$ cat config.mk
export PLATFORM = sky130hd
export DESIGN_NAME = sha_mem_arbiter
export DESIGN_NICKNAME = d
export VERILOG_FILES = /design/src/rtl/sha_arb_pkg.sv /design/src/rtl/sha_mem_arbiter_rr_pick.sv /design/src/rtl/sha_mem_arbiter.sv
export SDC_FILE = /design/constraint.sdc
export NUM_CORES = 1
export LEC_CHECK = 0
export ABC_AREA = 1
export CORE_AREA = 3 3 211 213
export CTS_CLUSTER_DIAMETER = 60
export DETAILED_ROUTE_END_ITERATION = 10
export DIE_AREA = 0 0 214 216
export PLACE_DENSITY = 0.47
export SYNTH_ARGS = -nofsm -noshare
export SYNTH_HDL_FRONTEND = slang
export SYNTH_SLANG_ARGS = --single-unit
$ cat constraint.sdc
create_clock -name clk -period 4.8 [get_ports clk]
set_clock_uncertainty 0.2 [all_clocks]
set_input_delay 0.72 -clock clk [delete_from_list [all_inputs] [get_ports clk]]
set_output_delay 0.72 -clock clk [all_outputs]
set_load 0.01 [all_outputs]
$ cat src/rtl/sha_arb_pkg.sv
// Shared types and default sizes for the sha_mem_arbiter memory-port arbiter.
// The read-return tag index is sized for up to MAX_NUM_REQ cores.
package sha_arb_pkg;

   localparam int DEF_NUM_REQ   = 8;
   localparam int DEF_ADDR_W    = 16;
   localparam int DEF_DATA_W    = 32;
   localparam int DEF_MAX_BURST = 16;
   localparam int MAX_NUM_REQ   = 64;
   localparam int TAG_IDX_W     = $clog2(MAX_NUM_REQ);

   typedef enum logic {
      ARB    = 1'b0,
      LOCKED = 1'b1
   } arb_state_t;

   typedef struct packed {
      logic                 vld;
      logic [TAG_IDX_W-1:0] idx;
   } rd_tag_t;

endpackage

$ cat src/rtl/sha_mem_arbiter_rr_pick.sv
// Combinational round-robin picker: the first asserted request at or above ptr wins,
// and the search wraps from N-1 back to 0.
module rr_pick
   import sha_arb_pkg::*;
#(
   parameter int N = DEF_NUM_REQ,
   parameter int W = $clog2(N)
) (
   input  logic [N-1:0] req,
   input  logic [W-1:0] ptr,
   output logic [N-1:0] gnt,
   output logic [W-1:0] idx,
   output logic         any
);

   logic [W-1:0] pos;

   always_comb begin
      gnt = '0;
      idx = '0;
      any = 1'b0;
      pos = '0;
      for (int off = 0; off < N; off++) begin
         pos = W'((int'(ptr) + off) % N);
         if (!any && req[pos]) begin
            any      = 1'b1;
            idx      = pos;
            gnt[pos] = 1'b1;
         end
      end
   end

endmodule

$ cat src/rtl/sha_mem_arbiter.sv
// Shares one hash-memory port among NUM_REQ sha cores: round-robin grant, registered
// command bus, tagged read return. Define SHA_ARB_BURST_EN to enable locked bursts.
module sha_mem_arbiter
   import sha_arb_pkg::*;
#(
   parameter int NUM_REQ   = DEF_NUM_REQ,
   parameter int ADDR_W    = DEF_ADDR_W,
   parameter int DATA_W    = DEF_DATA_W,
   parameter int MAX_BURST = DEF_MAX_BURST
) (
   input  logic                        clk,
   input  logic                        reset_n,
   input  logic [NUM_REQ-1:0]          req,
   input  logic [NUM_REQ-1:0]          req_we,
   input  logic [NUM_REQ*ADDR_W-1:0]   req_addr,
   input  logic [NUM_REQ*DATA_W-1:0]   req_wdata,
   input  logic [NUM_REQ-1:0]          req_lock,
   output logic [NUM_REQ-1:0]          gnt,
   output logic [NUM_REQ-1:0]          rd_valid,
   output logic [DATA_W-1:0]           rd_data,
   output logic                        busy,
   output logic                        mem_clk,
   output logic                        mem_we,
   output logic [ADDR_W-1:0]           mem_addr,
   output logic [DATA_W-1:0]           mem_write_data,
   input  logic [DATA_W-1:0]           mem_read_data
);

   localparam int WIN_W = $clog2(NUM_REQ);

   logic [WIN_W-1:0]   rr_ptr;
   logic [WIN_W-1:0]   win_idx;
   logic [WIN_W-1:0]   pick_idx;
   logic [NUM_REQ-1:0] pick_gnt;
   logic               pick_any;
   logic               grant;
   logic               cmd_vld;
   rd_tag_t            tag1;
   rd_tag_t            tag2;

   rr_pick #(.N(NUM_REQ), .W(WIN_W)) u_pick (
      .req (req),
      .ptr (rr_ptr),
      .gnt (pick_gnt),
      .idx (pick_idx),
      .any (pick_any)
   );

`ifdef SHA_ARB_BURST_EN
   localparam int CNT_W = $clog2(MAX_BURST + 1);

   arb_state_t       state;
   arb_state_t       state_nxt;
   logic [WIN_W-1:0] lock_idx;
   logic [WIN_W-1:0] lock_idx_nxt;
   logic [WIN_W-1:0] blk_idx;
   logic [WIN_W-1:0] blk_idx_eff;
   logic [CNT_W-1:0] burst_cnt;
   logic [CNT_W-1:0] burst_cnt_nxt;
   logic             blk;
   logic             blk_eff;
   logic             blk_nxt;
   logic             lock_ok;
   logic             exit_max;

   // A burst that hits MAX_BURST falls straight through to round-robin in the same
   // cycle, and its owner may not relock until someone else is served or nobody waits.
   always_comb begin
      lock_ok       = (state == LOCKED) && req[lock_idx] && req_lock[lock_idx] &&
                      (burst_cnt < CNT_W'(MAX_BURST));
      exit_max      = (state == LOCKED) && (burst_cnt >= CNT_W'(MAX_BURST));
      blk_eff       = blk | exit_max;
      blk_idx_eff   = exit_max ? lock_idx : blk_idx;
      state_nxt     = ARB;
      lock_idx_nxt  = lock_idx;
      burst_cnt_nxt = '0;
      blk_nxt       = blk_eff;
      gnt           = pick_gnt;
      win_idx       = pick_idx;
      grant         = pick_any;
      if (lock_ok) begin
         gnt           = '0;
         gnt[lock_idx] = 1'b1;
         win_idx       = lock_idx;
         grant         = 1'b1;
         state_nxt     = LOCKED;
         burst_cnt_nxt = burst_cnt + 1'b1;
      end else begin
         if ((pick_any && (pick_idx != blk_idx_eff)) || (req == '0))
            blk_nxt = 1'b0;
         if (pick_any && req_lock[pick_idx] && !(blk_eff && (pick_idx == blk_idx_eff))) begin
            state_nxt     = LOCKED;
            lock_idx_nxt  = pick_idx;
            burst_cnt_nxt = CNT_W'(1);
         end
      end
   end

   always_ff @(posedge clk or negedge reset_n) begin
      if (!reset_n) begin
         state     <= ARB;
         lock_idx  <= '0;
         burst_cnt <= '0;
         blk       <= 1'b0;
         blk_idx   <= '0;
      end else begin
         state     <= state_nxt;
         lock_idx  <= lock_idx_nxt;
         burst_cnt <= burst_cnt_nxt;
         blk       <= blk_nxt;
         blk_idx   <= blk_idx_eff;
      end
   end
`else
   localparam int unused_max_burst = MAX_BURST;
   logic unused_lock;

   assign unused_lock = ^req_lock;

   always_comb begin
      gnt     = pick_gnt;
      win_idx = pick_idx;
      grant   = pick_any;
   end
`endif

   always_ff @(posedge clk or negedge reset_n) begin
      if (!reset_n)
         rr_ptr <= '0;
      else if (grant)
         rr_ptr <= (win_idx == WIN_W'(NUM_REQ - 1)) ? '0 : win_idx + 1'b1;
   end

   // Stage 1 drives the memory bus; stage 2 lines the read tag up with mem_read_data.
   always_ff @(posedge clk or negedge reset_n) begin
      if (!reset_n) begin
         cmd_vld        <= 1'b0;
         mem_we         <= 1'b0;
         mem_addr       <= '0;
         mem_write_data <= '0;
         tag1           <= '0;
         tag2           <= '0;
      end else begin
         cmd_vld  <= grant;
         mem_we   <= grant & req_we[win_idx];
         tag1.vld <= grant & ~req_we[win_idx];
         tag1.idx <= TAG_IDX_W'(win_idx);
         tag2     <= tag1;
         if (grant) begin
            mem_addr       <= req_addr[win_idx*ADDR_W +: ADDR_W];
            mem_write_data <= req_wdata[win_idx*DATA_W +: DATA_W];
         end
      end
   end

   always_comb begin
      rd_valid = '0;
      for (int i = 0; i < NUM_REQ; i++)
         rd_valid[i] = tag2.vld && (tag2.idx == TAG_IDX_W'(i));
   end

   assign rd_data = tag2.vld ? mem_read_data : '0;
   assign busy    = cmd_vld | tag2.vld;
   assign mem_clk = clk;

endmodule

* Word-level counts from Yosys, hierarchy flattened
Index checks and enable logic that the tools add are counted.
** Operators by class
- Reductions and logical operators :: 31
- Add/subtract/negate cells :: 8
- Bitwise logic cells :: 11
- Multiplexer cells :: 60
- Shifts and indexed selects :: 2
- Equal/unequal tests :: 8
- $lt $le $gt $ge :: 17
** Operators by type and width (number)
- $shiftx 256x9->32 :: 1
- $shiftx 128x8->16 :: 1
- $mux 8 :: 8
- $or 8x8->8 :: 7
- $lt 3x4->1 const B :: 9
- $mux 32 :: 1
- $bmux 1 s3 :: 9
- $mux 3 :: 9
- $mux 1 :: 25
- $demux 1 s3 :: 8
- $ge 3x1->1 const B :: 8
- $logic_and 1x1->1 :: 23
- $eq 3x3->1 const B :: 5
- $add 3x3->3 const B :: 4
- $logic_not 1->1 :: 7
- $add 3x1->3 const B :: 2
- $add 3x2->3 const B :: 2
- $eq 3x2->1 const B :: 2
- $logic_not 6->1 :: 1
- $eq 3x1->1 const B :: 1
- $and 1x1->1 :: 2
- $not 1->1 :: 1
- $or 1x1->1 :: 1
** Storage, ports and cells
- Bits of input ports :: 442
- Flip-flop bits (word level) :: 61

* Depth between registers and ports, before layout
- Word-level depth :: 28
- Depth in mapped cells :: 23
- Depth with buffers taken out :: 21

* Hierarchy
A second synthesis with hierarchy kept.
** Second synthesis, totals
- Cell total of the unflattened synthesis :: 1731
- Area total of the unflattened synthesis :: 8803.4 sq um
** Modules (own cells, without submodules)
- sha_mem_arbiter :: cells each 1428, times used 1, area an instance 7258.2 sq um, sequential area each 1526.5 sq um
- rr_pick :: cells each 303, times used 1, area an instance 1545.2 sq um, sequential area each 0.0 sq um

==> run_results.csv <==
group,metric,value,unit
status,status,"complete, no violations",
clocking,clk_latency,450,ps
critical_path,slowest_stage,"clkdlybuf4s50_1",
critical_path,critPathBufInv,4,
critical_path,end_kind,"output port",
place,port_buffers,532,
timing,rsz0062_at_grt,"false",
detailed_routing,drt.antenna.violating_nets,0,
clocking,cts_tree,"built",
yosys,synth_top_cell_by_area,"nand3_1",
final_layout,final_cells,2453,
yosys,synthTopCellsByArea,"nand3_1, nand2_1, dfrtp_1, buf_2, inv_1",
critical_path,arrival,3590,ps
yosys,synthXorXnorAreaFrac,0,
yosys,synth_top_family_by_area,"simple AND/OR/NAND/NOR gates",
yosys,avgSynthCellArea,5.546,um^2
yosys,synthArstFlopShare,1.000,
detailed_routing,drc_errors,0,
critical_path,rr_endpoint,"mem_write_data[6]",
yosys,ys_warn_count,0,
place,dpl.cell_count,2431,
hold_path,min_delay_worst_endpoint,"tag2[2]",
yosys,synthSimpleGateAreaFrac,0.6429,
hold_path,hold_path.startpoint,"tag1[2]",
clocking,clkTransAtPathRegs,60,ps
die,fp.dieW,214,um
critical_path,crit_cells,14,
hold_path,whs_path_depth,0,
final_layout,area_growth_syn_to_layout,80.46,%
yosys,ys_types,37,
yosys,synthCells,1397,
timing,worst_pin_slew,1017,ps
die,rows,76,
yosys,netlist_top_cells_count,"nand2_1, nand3_1, buf_2",
critical_path,crit_fanout,19,
timing,max_slew_margin,0.3219,
detailed_routing,vias,11500,
yosys,yosys.area_share.adder,0.01292,
timing,fmax,221.5,MHz
yosys,ys_ff_latch,61,
critical_path,r2r_cells,19,
yosys,syn-num-nets,1847,
critical_path,critical_path_required,3880,ps
global_route,grt_pass1_wl,70250,um
global_route,grt.total_usage,0.1952,
global_route,antenna_found_initial,5,
critical_path,worst-setup-path-type,"reg -> out",
critical_path,path_cells,"inv_4 > ha_1 > inv_4 > nand3_1 > nand3_1 > nand2_4 > nor2_8 > nand4_4 > nor2_4 > nand3_2 > clkinvlp_4 > nand2_1 > o2111ai_1 > clkdlybuf4s50_1",
detailed_routing,dr.pass1.iters,5,
detailed_routing,post_drt_wl_per_cell,19.30,um
critical_path,r2r_start,"rr_ptr[0]",
critical_path,reg2reg_setup_slack,760,ps
timing,drv_slew,0,
detailed_routing,via_per_inst,4.689,
timing,hold_slack,139.8,ps
critical_path,start_kind,"flop",
yosys,synth_area,7747,um^2
detailed_routing,first_iter_violations,804,
critical_path,cp_slowest_stage_delay,600,ps
yosys,synthMuxAreaShare,0,
yosys,synth_compound_area_frac,0.03440,
critical_path,critPathTopFamily,"buffers and inverters",
die,die_h,216,um
global_route,grt_max_degree,99,
detailed_routing,routed_wl,47340,um
yosys,yosys.cell_count.top_type,"nand2_1",
die,ioPinCount,541,
final_layout,utilization,0.3260,
final_layout,nNetsFinal,2310,
yosys,ys_seq_area_frac,0.1970,
global_route,first_global_vias,11310,
timing,post-route-min-period,4515,ps
yosys,yosys.area.top_type_share,0.3320,
timing,setup_viol,0,
clocking,cts_setup_buffers,0,
final_layout,n_fill_cell,4747,
timing,post-route-period-util,0.9406,
timing,hold_violations,0,
yosys,synth_edf_count,0,
place,gp_congestion,0.9361,
flow_run,cap_violations,0,
place,dp_hpwl,35860,um
hold_path,hold_class,"reg -> reg",
timing,finalSetupTns,0,ps
die,coreArea,42890,um^2
yosys,ys_dominant_reg_cell,"dfrtp_1",
die,dieArea,46220,um^2
final_layout,layout-drive-gt1-share,0.04933,
global_route,grt_overflow,0,
die,initial_core_util,0.1807,
## registers in the layout, summed over array words and instances, names as in the netlist
register        count
mem_addr           16
tag2                4
rr_ptr              3
tag1                4
cmd_vld             1
mem_we              1
mem_write_data     32
## placed cells by master, fill, tap and decap left out, drive strengths merged, types with 4 or more instances in the layout
| cell | netlist | final |
|---|---|---|
| a221oi | 7 | 7 |
| clkdlybuf4s50 | 0 | 531 |
| o22ai | 4 | 4 |
| inv | 72 | 73 |
| nand2 | 528 | 528 |
| ha | 8 | 8 |
| nand4 | 4 | 4 |
| a21oi | 6 | 6 |
| clkinv | 3 | 5 |
| nor3 | 16 | 16 |
| o21ai | 8 | 8 |
| dfrtp | 61 | 61 |
| buf | 88 | 32 |
| nand3 | 518 | 518 |
| o2111ai | 6 | 6 |
| nor2 | 30 | 30 |
| clkbuf | 26 | 13 |
## worst max-delay path by stage
stage	start	to	slack, ps
floorplan	rr_ptr[0]	rr_ptr[0]	1260
global placement	rr_ptr[1]	gnt[3]	510
detailed placement	rr_ptr[1]	gnt[3]	500
CTS	rr_ptr[1]	gnt[3]	2
global route	rr_ptr[0]	gnt[3]	10
finish	rr_ptr[0]	gnt[1]	290
## stage by stage
step | cell area [um^2] | setup slack, ps
after global placement | 13580 | 510.7
after detailed placement | 13580 | 503.5
after global routing | 13980 | 12.03
after CTS | 13970 | 1.656
after floorplan | 7747 | 1257
final | 13980 | 285.1
## final cells by class
cell class / count / area [um^2] / share of cell area
Antenna cell: 3 / 7.507 / 0.0005370
Clock buffer: 14 / 324.1 / 0.02318
Clock inverter: 6 / 68.82 / 0.004922
Inverter: 75 / 290.3 / 0.02076
Multi-Input combinational cell: 1147 / 5385 / 0.3852
Sequential cell: 61 / 1528 / 0.1093
Tap cell: 585 / 732.0 / 0.05235
Timing Repair Buffer: 562 / 5645 / 0.4038
## worst register-to-register path, cell delays in order, from the launching register on
cell     delay, ps
dfrtp_1        410
inv_4          200
ha_1           380
inv_4          210
nand3_1        130
nand3_1        150
nand2_4        110
nor2_8         130
nand4_4        120
nor2_4         260
nor2_1         130
nand3_4        150
buf_12         300
buf_4          490
nand3_1        120
nand3_1        160
nand3_1        120
nand2_1        100
nand2_1         50
nand2_1         80
## metal layers
metal | routed length (um) | track usage | up-vias
li1 | - | - | 5572
met4 | 687 | 0.04130 | 2
met5 | 11 | 0 | -
met3 | 3594 | 0.04647 | 35
met1 | 19780 | 0.2411 | 5355
met2 | 23260 | 0.3456 | 537
## cell families after synthesis
family                     Yosys count
and+or+nand+nor                   1102
buffers and inverters              189
DFF                                 61
AOI/OAI and AO/OA                   37
adders and majority gates            8
## timing repair
action	CTS	global route
hold endpoints to repair	0	0
hold buffers	0	0
resized for setup	0	4
setup endpoints to repair	0	8
Power is not shown: default switching activity piles up to over one toggle a cycle in this logic, so the estimate is an artifact.
==> patch: new RTL, same flow settings <==
Build with the macro `SHA_ARB_BURST_EN` defined.
--- a/src/rtl/sha_mem_arbiter.sv
+++ b/src/rtl/sha_mem_arbiter.sv
@@ -1,5 +1,7 @@
 // Shares one hash-memory port among NUM_REQ sha cores: round-robin grant, registered
 // command bus, tagged read return. Define SHA_ARB_BURST_EN to enable locked bursts.
+`define SHA_ARB_BURST_EN
+
 module sha_mem_arbiter
    import sha_arb_pkg::*;
 #(
Check against the original RTL: not equivalent (a bounded check fails within 4 cycles, from zero or initial values and one cycle with reset_n low).
==> patch against the unedited design <==
  * Synthesized area up 11%
  * Sequential cell count up 13
  * Sequential share of layout area up 1.5 points
  * First-iteration DRC count down 9.0%
  * Setup slack worse by 0.049 ns
  * Fmax down 1.1%
  * Routed wire length up 13%
  * Final area up 6.7%
  * Die area unchanged
  * Critical endpoint is now gnt[5]
Power is left out: the tool's default activity adds up to more than one toggle a clock period on the data nets, which glitch-free logic cannot reach.
==> patch: results (changes against the unedited design) <==
<table>
<tr><th>Metric</th><th>Value</th></tr>
<tr><th colspan="2">Route</th></tr>
<tr><td>Vias per std cell</td><td>4.701 (+0.26%)</td></tr>
<tr><th colspan="2">Synthesis</th></tr>
<tr><td>Post-synthesis sequential area ratio</td><td>0.2149 (+0.01790)</td></tr>
<tr><td>Synthesized-area fraction occupied by ao, oa, aoi and oai cells</td><td>0.05547 (+0.02108)</td></tr>
<tr><td>Synth Area in Adders</td><td>0.01162 (-0.001302)</td></tr>
<tr><td>Net count after synthesis</td><td>1,991 (+7.8%)</td></tr>
<tr><th colspan="2">Layout</th></tr>
<tr><td>Non-clock buffers, area share</td><td>0.3881 (-0.01567)</td></tr>
<tr><td>Flip-flop and latch share of the layout cell area</td><td>0.1241 (+0.01485)</td></tr>
<tr><td>Flip-flop and latch count</td><td>74 (+21%)</td></tr>
<tr><td>Clock-cell share of area</td><td>0.02617 (-0.001935)</td></tr>
<tr><td>Largest regs</td><td>mem_write_data: 32 flops, mem_addr: 16 flops, burst_cnt: 5 flops</td></tr>
<tr><td>Fraction of layout instances using a drive strength above 1</td><td>0.05193 (+0.002599)</td></tr>
<tr><td>Number of signal-net inverters in the final layout</td><td>102 (+36%)</td></tr>
<tr><td>Footprint of the multi-input gates</td><td>0.005766 sq mm (+7.1%)</td></tr>
<tr><th colspan="2">Outcome</th></tr>
<tr><td>Outcome</td><td>finished clean</td></tr>
<tr><th colspan="2">Placed design</th></tr>
<tr><td>Detailed-placement wirelength estimate</td><td>41,560 microns (+16%)</td></tr>
<tr><td>Gp weighted congestion</td><td>0.8854 (-5.4%)</td></tr>
<tr><td>Count of port buffers added during placement</td><td>540 (+1.5%)</td></tr>
<tr><th colspan="2">Critical path</th></tr>
<tr><td>Arrival time at the worst endpoint</td><td>3.64 ns (+0.05 ns)</td></tr>
<tr><td>Last element of the critical path</td><td>gnt[5]</td></tr>
<tr><td>Number of cells traversed by the worst register-to-register path</td><td>14 (-5)</td></tr>
<tr><td>Critical R2R Launch</td><td>lock_idx[0]$_DFFE_PN0P_</td></tr>
<tr><td>RR Endpoint</td><td>mem_addr[11]$_DFFE_PN0P_</td></tr>
<tr><th colspan="2">GRT</th></tr>
<tr><td>Initial antenna violation count</td><td>4 (-1)</td></tr>
<tr><td>Maximum number of pins on one net before global-route repair</td><td>103 (+4.0%)</td></tr>
<tr><td>Wire length of the first global-routing pass</td><td>79,180 microns (+13%)</td></tr>
<tr><td>All-layer global routing usage</td><td>0.2215 (+0.02629)</td></tr>
<tr><th colspan="2">STA</th></tr>
<tr><td>Slew HR</td><td>0.2877 (-0.03425)</td></tr>
</table>
## patch: cell count changes in the layout (fill, tap and decap cells not counted), sizes merged, moves of 3 or more
cell	before	now
nand2	528	625
o21ai	8	48
clkdlybuf4s50	531	539
inv	73	101
buf	32	39
nand3	518	448
a21oi	6	16
xor2	0	3
o2111ai	6	2
dfrtp	61	74
nor4	0	9
nor2	30	46
a221oi	7	3
## patch: critical path, stage by stage, from the launching register on
cell             delay, ns
dfrtp_1               0.38
buf_4                 0.24
ha_1                  0.29
xnor2_2               0.19
buf_4                 0.25
nand3_1               0.15
o21ai_2               0.14
inv_1                 0.12
nor2_4                0.25
inv_1                 0.15
o2111ai_1             0.19
o21ai_0               0.09
o21ai_0               0.15
clkdlybuf4s50_1       0.60
## patch: metrics by stage
step	instance area, sq um	worst slack [ns]	util	instances	hold slack [ns]
6_report	14920	0.2362	0.3479	2608	0.08659
5_1_grt	14920	0.01541	0.3479	2608	0.1196
3_5_place_dp	14520	0.1997	0.3385	2588	0.1355
4_1_cts	14900	0.009813	0.3474	2607	0.1038
3_3_place_gp	14520	0.1291	0.3385	2588	0.1334
2_1_floorplan	8616	0.8808	-	1541	0.1312
## patch: routing by layer
metal	global-route usage	share of wire
met5	0	0.00063
met4	0.04108	0.014
met2	0.4028	0.50
met3	0.05604	0.072
met1	0.2654	0.41
## patch: kinds of logic after synthesis
family / count (synthesis)
adder cells (fa/ha/maj): 8
XOR/XNOR: 4
AND/OR/NAND/NOR: 1155
AO/OA/AOI/OAI: 82
flip-flops: 74
buffers and inverters: 218
